### src/rtl/usb_rx_pkg.sv
// Shared types and line constants for the USB RX bit decoder.
package usb_rx_pkg;

    typedef enum logic [1:0] {
        RUN  = 2'd0,
        SE0A = 2'd1,
        SE0B = 2'd2,
        IDLE = 2'd3
    } rx_dec_state_t;

    localparam logic LINE_J = 1'b1;
    localparam logic LINE_K = 1'b0;

endpackage

### src/rtl/usb_nrzi_unstuff.sv
// NRZI decode against the previous line level plus the consecutive-ones counter
// that marks the bit following ONES_LIMIT ones as stuffing.
module usb_nrzi_unstuff
    import usb_rx_pkg::*;
#(
    parameter int ONES_LIMIT = 6
) (
    input  logic clk,
    input  logic n_rst,
    input  logic clear,
    input  logic dec_en,
    input  logic line_upd,
    input  logic d_plus,
    output logic keep,
    output logic dbit,
    output logic stuff_err
);

    localparam int OW = $clog2(ONES_LIMIT + 1);

    logic          prev_line_q, prev_line_d;
    logic [OW-1:0] ones_cnt_q, ones_cnt_d;
    logic          at_limit;

    always_comb begin
        dbit       = (d_plus == prev_line_q);
        at_limit   = (ones_cnt_q == OW'(ONES_LIMIT));
        keep       = dec_en && !at_limit;
        stuff_err  = dec_en && at_limit && dbit;
        prev_line_d = prev_line_q;
        ones_cnt_d  = ones_cnt_q;
        if (clear) begin
            // the last SYNC bit leaves the line in K
            prev_line_d = LINE_K;
            ones_cnt_d  = '0;
        end else begin
            if (line_upd) begin
                prev_line_d = d_plus;
            end
            if (dec_en) begin
                if (at_limit || !dbit) begin
                    ones_cnt_d = '0;
                end else begin
                    ones_cnt_d = ones_cnt_q + OW'(1);
                end
            end
        end
    end

    always_ff @(posedge clk or negedge n_rst) begin
        if (!n_rst) begin
            prev_line_q <= LINE_J;
            ones_cnt_q  <= '0;
        end else begin
            prev_line_q <= prev_line_d;
            ones_cnt_q  <= ones_cnt_d;
        end
    end

endmodule

### src/rtl/usb_rx_bit_decoder.sv
// USB RX bit decoder: NRZI/unstuff, SE0-SE0-J end-of-packet detection and
// LSB-first byte assembly, with registered one-cycle output strobes.
//   state | meaning
//   RUN   | decoding data bits
//   SE0A  | one SE0 seen; a non-SE0 next is a glitch and decodes normally
//   SE0B  | two or more SE0 seen; J completes EOP, anything else aborts
//   IDLE  | packet over, samples ignored until rx_clear
module usb_rx_bit_decoder
    import usb_rx_pkg::*;
#(
    parameter int ONES_LIMIT = 6,
    parameter int BYTE_W     = 8
) (
    input  logic              clk,
    input  logic              n_rst,
    input  logic              d_plus,
    input  logic              d_minus,
    input  logic              sample,
    input  logic              rx_clear,
    output logic              rx_bit,
    output logic              bit_strobe,
    output logic [BYTE_W-1:0] rx_byte,
    output logic              byte_valid,
    output logic              eop,
    output logic              stuff_error,
    output logic              partial_byte
);

    localparam int BW = $clog2(BYTE_W);

    rx_dec_state_t     state_q, state_d;
    logic              armed_q, armed_d;
    logic [BW-1:0]     bit_cnt_q, bit_cnt_d;
    logic [BYTE_W-1:0] shreg_q, shreg_d, shreg_next;
    logic              rx_bit_q, rx_bit_d;
    logic              bit_strobe_q, bit_strobe_d;
    logic [BYTE_W-1:0] rx_byte_q, rx_byte_d;
    logic              byte_valid_q, byte_valid_d;
    logic              eop_q, eop_d;
    logic              stuff_error_q, stuff_error_d;
    logic              partial_byte_q, partial_byte_d;

    logic se0, line_j, smp;
    logic dec_en, line_upd, eop_hit;
    logic keep, dbit, stuff_err;

    // after async reset nothing decodes until a packet start re-arms the path
    assign se0    = !d_plus && !d_minus;
    assign line_j = (d_plus == LINE_J) && (d_minus == LINE_K);
    assign smp    = sample && armed_q && !rx_clear;

    usb_nrzi_unstuff #(
        .ONES_LIMIT(ONES_LIMIT)
    ) u_nrzi (
        .clk       (clk),
        .n_rst     (n_rst),
        .clear     (rx_clear),
        .dec_en    (dec_en),
        .line_upd  (line_upd),
        .d_plus    (d_plus),
        .keep      (keep),
        .dbit      (dbit),
        .stuff_err (stuff_err)
    );

    always_ff @(posedge clk or negedge n_rst) begin
        if (!n_rst) begin
            state_q <= RUN;
        end else begin
            state_q <= state_d;
        end
    end

    always_comb begin
        state_d = state_q;
        if (rx_clear) begin
            state_d = RUN;
        end else if (smp) begin
            case (state_q)
                RUN:     if (se0) state_d = SE0A;
                SE0A:    state_d = se0 ? SE0B : RUN;
                SE0B:    if (!se0) state_d = IDLE;
                default: state_d = state_q;
            endcase
        end
    end

    always_comb begin
        dec_en   = smp && !se0 && ((state_q == RUN) || (state_q == SE0A));
        line_upd = smp && !se0 && (state_q != IDLE);
        eop_hit  = smp && (state_q == SE0B) && line_j;
    end

    always_comb begin
        armed_d        = armed_q || rx_clear;
        bit_cnt_d      = bit_cnt_q;
        shreg_next     = {dbit, shreg_q[BYTE_W-1:1]};
        shreg_d        = shreg_q;
        rx_bit_d       = rx_bit_q;
        bit_strobe_d   = 1'b0;
        rx_byte_d      = rx_byte_q;
        byte_valid_d   = 1'b0;
        eop_d          = 1'b0;
        stuff_error_d  = stuff_error_q;
        partial_byte_d = partial_byte_q;
        if (rx_clear) begin
            bit_cnt_d      = '0;
            shreg_d        = '0;
            stuff_error_d  = 1'b0;
            partial_byte_d = 1'b0;
        end else begin
            if (keep) begin
                rx_bit_d     = dbit;
                bit_strobe_d = 1'b1;
                shreg_d      = shreg_next;
                if (bit_cnt_q == BW'(BYTE_W - 1)) begin
                    bit_cnt_d    = '0;
                    rx_byte_d    = shreg_next;
                    byte_valid_d = 1'b1;
                end else begin
                    bit_cnt_d = bit_cnt_q + BW'(1);
                end
            end
            if (stuff_err) begin
                stuff_error_d = 1'b1;
            end
            if (eop_hit) begin
                eop_d          = 1'b1;
                partial_byte_d = (bit_cnt_q != '0);
            end
        end
    end

    always_ff @(posedge clk or negedge n_rst) begin
        if (!n_rst) begin
            armed_q        <= 1'b0;
            bit_cnt_q      <= '0;
            shreg_q        <= '0;
            rx_bit_q       <= 1'b0;
            bit_strobe_q   <= 1'b0;
            rx_byte_q      <= '0;
            byte_valid_q   <= 1'b0;
            eop_q          <= 1'b0;
            stuff_error_q  <= 1'b0;
            partial_byte_q <= 1'b0;
        end else begin
            armed_q        <= armed_d;
            bit_cnt_q      <= bit_cnt_d;
            shreg_q        <= shreg_d;
            rx_bit_q       <= rx_bit_d;
            bit_strobe_q   <= bit_strobe_d;
            rx_byte_q      <= rx_byte_d;
            byte_valid_q   <= byte_valid_d;
            eop_q          <= eop_d;
            stuff_error_q  <= stuff_error_d;
            partial_byte_q <= partial_byte_d;
        end
    end

    assign rx_bit       = rx_bit_q;
    assign bit_strobe   = bit_strobe_q;
    assign rx_byte      = rx_byte_q;
    assign byte_valid   = byte_valid_q;
    assign eop          = eop_q;
    assign stuff_error  = stuff_error_q;
    assign partial_byte = partial_byte_q;

endmodule
### config.mk
export PLATFORM = sky130hd
export DESIGN_NAME = usb_rx_bit_decoder
export DESIGN_NICKNAME = d
export VERILOG_FILES = /design/src/rtl/usb_rx_pkg.sv /design/src/rtl/usb_nrzi_unstuff.sv /design/src/rtl/usb_rx_bit_decoder.sv
export SDC_FILE = /design/constraint.sdc
export NUM_CORES = 1
export LEC_CHECK = 0
export BUFFER_PORTS_ARGS = -buffer_cell sky130_fd_sc_hd__buf_2
export CORE_MARGIN = 4
export CORE_UTILIZATION = 60
export DETAILED_ROUTE_END_ITERATION = 8
export GPL_TIMING_DRIVEN = 0
export PLACE_DENSITY = 0.87
export SETUP_SLACK_MARGIN = 0.15
export SYNTH_ARGS = -nofsm -noshare
export SYNTH_HDL_FRONTEND = slang
export SYNTH_SLANG_ARGS = --single-unit
### constraint.sdc
create_clock -name clk -period 2.7 [get_ports clk]
set_clock_uncertainty 0.05 [all_clocks]
set_input_delay 0.27 -clock clk [delete_from_list [all_inputs] [get_ports clk]]
set_output_delay 0.27 -clock clk [all_outputs]
set_load 0.02 [all_outputs]
==> impl_results.md, run 1 <==
* Outcome: finished clean
* Global-route wire length before repair at 5106 um
* GRT Resource Usage Total at 0.2022
* Largest net degree at the start of global routing at 32
* Most common cell after layout, fill and taps aside: dfrtp_1
* Post-synthesis sequential area ratio at 0.5024
* Worst slew margin at 0.5526
* DRC Markers at 0
* CP Capture Point: rx_bit
* Peak supply drop at 0.0005144 V
* Clk_lat worst skew at 330 ps
* Layout Nets at 166
* RSZ-0062 raised after global routing: no
* Clock Tree Root: clkbuf_4
* Final setup fails at 0
* Final instance area at 1753 um^2
* Htree depth at 2
* Synth cell types at 36
* Net Count, Synth at 140
* Peak Freq at 0.4674 GHz
* Worst R2R End: rx_bit
* CTS sink cnt at 31
* Total Wirelength at 2806 um
* Die height at 58.77 um
* Via-to-Cell Ratio at 5.718
* GRT overflow at 0
* Via count at 1,035
* Longest Clk Path Bufs at 2
* Worst-path maximum fanout at 10
* DIE AREA at 3454 um^2
* Core Area at 2477 um^2
* Crit end category: flip-flop
* Diodes inserted at 0
* Reg-to-reg slack, setup at 560 ps
* Total number of yosys warnings at 0
* Hold WC Path Type: in2reg
* Crit-path cells: inv_1 -> ha_1 -> o22ai_2 -> nor3_2 -> buf_4 -> mux2_2
* Crit start category: flip-flop
* Post-Syn Area per Cell at 12.47 um^2
* Cell Area, Synth at 1546 um^2
* Leakage at 0.8764 nW
* Met3 GRT Util at 0.05263
* Hold Fails Final Rpt at 0
* Die width at 58.77 um
* CTS tree: done
* Area after DPL at 1674 um^2
* Worst path slowest cell: dfrtp_1
* Final Max Slew Viols at 0
* Final Non-Filler Cells at 181
* CTS clk-pin slew, worst paths at 90 ps
* Peak per-stage delay on the critical path at 430 ps
* HPWL after DPL at 1949 um
* Layout cell share with drive strength beyond 1 at 0.3444
* GR met1 Demand/Resource at 0.2493
* Critical Path RT at 2870 ps
* DR iter-0 viols at 27
* DR pass1 iterations at 4
* Pwr per Cell Area at 592.7 nW/um^2
* Antenna Violating Nets Remaining at 0
* CP Launch Point: state_q[0]
* Final worst path period need at 2140 ps
* Routed len/inst at 15.50 um
* Hold slack at 173.4 ps
* Reg-to-reg startpoint: state_q[0]
* Register bit total from synthesis at 31
* Routability cong. at 0.8416
* Num rows at 18
* Max_cap viols at 0
* Starting Density at 0.6242
* Most frequent cells in the layout: dfrtp_1, mux2_2, buf_2
* Fin crit share at 0.7924
* Initial antenna violation count at 0
* Slew at the pin closest to its max-slew limit at 671.1 ps
* Kind of critical path: reg2reg
* Port bufs at 18
* Num ports at 20
* M2 GR Usage at 0.3076
* Area grow syn2layout at 13.35%
* WP data arrival at 2310 ps
* Setup TNS at 0 ps
* Num CTS Buffers at 5
* Placed cells at 172
* Mapped Cells at 124
* Vias in the first global route at 1,126
* Busiest layer in global routing: met2
* Post-CTS Setup Bufs at 0
* R2R depth at 6
per-stage QoR:
step / utilization / setup slack (ps) / total power [W]
after floorplan: - / 859.8 / 0.0006818
after global placement: 0.6758 / 625.1 / 0.0007309
after detailed placement: 0.6758 / 559.3 / 0.0007426
after CTS: 0.7076 / 526.7 / 0.001052
after global routing: 0.7076 / 433.0 / 0.001108
final: 0.7076 / 560.5 / 0.001039
cells in the mapped netlist:
library cell / number / share of area
dfrtp_1: 30 / 0.49
mux2_2: 19 / 0.14
nor2_1: 12 / 0.029
ha_1: 10 / 0.081
inv_1: 8 / 0.019
nor2b_1: 6 / 0.024
nand2_1: 3 / 0.0073
a311oi_1: 2 / 0.011
a41oi_1: 2 / 0.011
buf_4: 2 / 0.0097
clkbuf_1: 2 / 0.0049
nand2b_1: 2 / 0.0081
nor4b_1: 2 / 0.011
o2bb2ai_1: 2 / 0.011
a211o_1: 1 / 0.0057
a21oi_1: 1 / 0.0032
a221oi_1: 1 / 0.0057
a32o_1: 1 / 0.0065
and2_1: 1 / 0.0040
and3b_1: 1 / 0.0057
dfstp_2: 1 / 0.017
mux2i_1: 1 / 0.0065
nand3b_4: 1 / 0.013
nand4b_1: 1 / 0.0057
nor3_1: 1 / 0.0032
nor3_2: 1 / 0.0065
nor4b_4: 1 / 0.015
o211ai_1: 1 / 0.0049
o21a_1: 1 / 0.0049
o22a_1: 1 / 0.0057
o22ai_2: 1 / 0.0081
o311ai_0: 1 / 0.0057
o31ai_1: 1 / 0.0049
or2_2: 1 / 0.0040
xnor2_1: 1 / 0.0057
xor2_1: 1 / 0.0057
worst min-delay path by stage:
stage / startpoint / end / slack, ps / cells past startpoint
5_1_grt: d_minus / eop / 150 / 2
4_1_cts: d_minus / eop / 160 / 2
2_1_floorplan: n_rst / armed_q / -80 / 0
6_report: sample / u_nrzi.prev_line_q / 170 / 3
3_5_place_dp: n_rst / partial_byte / 290 / 1
3_3_place_gp: n_rst / eop / 280 / 1
critical path, delay by kind of cell, from the launching register on:
family	cells	cell delay (ps)
AOI/OAI and AO/OA	1	150
and+or+nand+nor	1	380
DFF	1	430
adders and majority gates	1	280
muxes	1	350
buffers and inverters	2	390
where the power goes:
part	switching, W	internal, W	leakage (nW)	total, W
combinational	0.000127	0.0000900	0.420	0.000217
clock	0.000151	0.000153	0.0386	0.000304
sequential	0.0000232	0.000495	0.418	0.000518
total	0.000301	0.000738	0.876	0.00104
final cells by class:
class                      instances  area (um^2)
clock buffer                       8        68.82
inverter                           8        30.03
sequential                        31        777.0
timing repair buffer              19        100.1
buffer                             4        22.52
tap                               30        37.54
fill                             184        724.4
multi-input combinational         81        716.9
cells by family (layout without fill, tap and decap cells):
| group | count (synthesis) | count (layout) | synth area share |
|---|---|---|---|
| flip-flops | 31 | 31 | 0.5024 |
| AO/OA/AOI/OAI | 16 | 16 | 0.08901 |
| AND/OR/NAND/NOR | 33 | 33 | 0.1375 |
| adder cells (fa/ha/maj) | 10 | 10 | 0.08091 |
| buffers and inverters | 12 | 39 | 0.03398 |
| XOR/XNOR | 2 | 2 | 0.01133 |
| multiplexers | 20 | 20 | 0.1448 |
state kept, by name (all words and copies together) (netlist names):
signal,flops
eop,1
rx_byte,8
u_nrzi.ones_cnt_q,3
bit_strobe,1
shreg_q,7
rx_bit,1
bit_cnt_q,3
byte_valid,1
u_nrzi.prev_line_q,1
partial_byte,1
armed_q,1
stuff_error,1
state_q,2
routing by layer:
| metal | up-vias | routed length (um) |
|---|---|---|
| li1 | 488 | - |
| met1 | 517 | 1232 |
| met2 | 24 | 1371 |
| met3 | 6 | 147 |
| met4 | 0 | 55 |
| met5 | - | 0 |
timing repair:
action	CTS	global route
resized for setup	0	0
hold endpoints to repair	30	0
hold buffers	1	0
Note: power is estimated with default switching activity, not from simulation.
==> inputs of run 2 (changes only) <==
ABC_AREA = 1   (was not set)
CORE_UTILIZATION = 51   (was 60)
PLACE_DENSITY = 0.79   (was 0.87)
clock period = 1.87 ns   (was 2.7 ns; I/O delays follow)
==> impl_results.md, run 2 <==
* Starting Density at 0.5314
* Layout Nets at 232
* DR iter-0 viols at 72
* Post-synth top cells: nand2_1, dfrtp_1, nand3_1
* Cell Area, Synth at 1609 um^2
* Most frequent cells in the layout: nand2_1, dfrtp_1, nand3_1
* Most numerous cell in the Yosys netlist: nand2_1
* Hold WC Path Type: in2reg
* Outcome: finished clean
* Mapped Cells at 187
* Via count at 1,230
* Antenna Violating Nets Remaining at 0
* GRT Resource Usage Total at 0.1567
* CP bufs+invs at 3
* Num ports at 20
* Clk_lat worst skew at 340 ps
* DIE AREA at 4118 um^2
* Core Area at 3028 um^2
* Most common cell after layout, fill and taps aside: nand2_1
* Final instance area at 1866 um^2
* Largest area contributor in the netlist: dfrtp_1
* Worst Hold Depth at 2
* Routability cong. at 0.8160
* Crit start category: flip-flop
* Area after DPL at 1759 um^2
* Clock Tree Root: clkbuf_4
* CTS clk-pin slew, worst paths at 100 ps
* Area grow syn2layout at 15.94%
* Setup TNS at 0 ps
* Layout cell share with drive strength beyond 1 at 0.2304
* Num rows at 20
* Crit path max-delay family: simple AND/OR/NAND/NOR gates
* Final Non-Filler Cells at 261
* Synth cell types at 25
* Port bufs at 19
* Synth async-reset ratio at 1.000
* Kind of critical path: reg2reg
* Slew at the pin closest to its max-slew limit at 685.9 ps
* Crit. path cell count at 9
* Die height at 64.17 um
* Peak supply drop at 0.0004007 V
* Final Max Slew Viols at 0
* Final worst path period need at 1596 ps
* Place WS at 281.6 ps
* RSZ-0062 raised after global routing: no
* Area of the multi-input gates at 716.9 um^2
* Total number of yosys warnings at 0
* DRC Markers at 0
* Most common cell on crit path: inv_1
* WP data arrival at 1830 ps
* Leakage at 1.072 nW
* Htree depth at 2
* Post-Syn Area per Cell at 8.605 um^2
* Synth top area cells: dfrtp_1, nand2_1, ha_1, nand3_1, inv_1
* R2R depth at 9
* Fill cells at 267
* Critical Path RT at 2100 ps
* Post-cts repair resize count at 0
* CTS sink cnt at 31
* Pwr per Cell Area at 836.0 nW/um^2
* Placed cells at 250
* Die width at 64.17 um
* Register bit total from synthesis at 31
* Max_cap viols at 0
* Peak Freq at 0.6264 GHz
* Total Wirelength at 2864 um
* Num CTS Buffers at 5
* Final setup fails at 0
* Worst path slowest cell: dfrtp_1
* Register area at 777.0 um^2
* Initial antenna violation count at 0
* Worst-path maximum fanout at 5
* Global-route wire length before repair at 4940 um
* Post-synthesis sequential area ratio at 0.4829
* Crit end category: flip-flop
* Via-to-Cell Ratio at 4.713
* DR pass1 iterations at 4
* Ys flop type: dfrtp_1
* Hold Fails Final Rpt at 0
* Routed len/inst at 10.97 um
* Max FFs per register at 8
* HPWL after DPL at 2006 um
* Worst setup margin at 273.6 ps
* Total power at 0.001560 W
* Fin crit share at 0.8537
* GRT overflow at 0
* CTS tree: done
* Net Count, Synth at 203
* Longest Clk Path Bufs at 2
* Diodes inserted at 0
* Synth top area share at 0.4666
* Post-synth EDFFs at 0
* Crit-path cells: inv_1 -> ha_1 -> inv_1 -> nand2_2 -> nand3_4 -> nor2_8 -> buf_4 -> nand3_1 -> nand2_1
* Largest net degree at the start of global routing at 32
* Vias in the first global route at 1,151
* Worst slew margin at 0.5427
* Peak per-stage delay on the critical path at 440 ps
run 2: final cells by class:
type / instances / share of cell area
well taps: 44 / 0.02951
multi-input cells: 133 / 0.3843
clock buffers: 8 / 0.03689
repair buffers: 22 / 0.07109
plain buffers: 5 / 0.02549
flip-flops and latches: 31 / 0.4165
inverters: 18 / 0.03622
run 2: through the flow:
step	hold slack [ps]	utilization
finish	54.49	0.6161
global route	62.20	0.6161
CTS	50.15	0.6070
detailed placement	215.0	0.5810
global placement	211.0	0.5810
floorplan	-158.6	-
run 2: metal layers:
metal / wire, um / GRT usage / part of all wire
met2: 1322 / 0.2387 / 0.46
met4: 68 / 0.08707 / 0.024
met3: 105 / 0.04569 / 0.037
met5: 0 / 0 / 0
met1: 1368 / 0.1986 / 0.48
run 2: final timing paths:
path | slack, ps | startpoint | to
hold / removal | 50 | rx_clear | stuff_error
hold reg to reg | 420 | rx_byte[0] | rx_byte[0]
max in group asynchronous | 970 | n_rst | u_nrzi.ones_cnt_q[0]
min in group asynchronous | 360 | n_rst | byte_valid
setup / recovery | 270 | state_q[0] | rx_byte[1]
setup reg to reg | 270 | state_q[0] | rx_byte[1]
run 2: worst register-to-register path, cell delays in order (launching register included):
cell and delay, ps:
dfrtp_1 440, inv_1 110, ha_1 180, inv_1 70
nand2_2 130, nand3_4 120, nor2_8 170, buf_4 130
nand3_1 60, nand2_1 80
run 2: where the power goes:
group | internal [W] | switching [W]
combinational | 0.000134 | 0.000214
clock | 0.000221 | 0.000233
sequential | 0.000716 | 0.0000412
total | 0.00107 | 0.000489
run 2: cell families (layout without fill, tap and decap cells):
group	count (synthesis)	count (layout)	synth area share
adder cells (fa/ha/maj)	10	10	0.07776
buffers and inverters	23	53	0.07153
AND/OR/NAND/NOR	122	122	0.3624
flip-flops	31	31	0.4829
XOR/XNOR	1	1	0.005444
run 2: repair_timing:
action,4_1_cts,5_1_grt
setup endpoints to repair,0,1
setup buffers,0,2
hold endpoints to repair,30,0
hold buffers,1,0
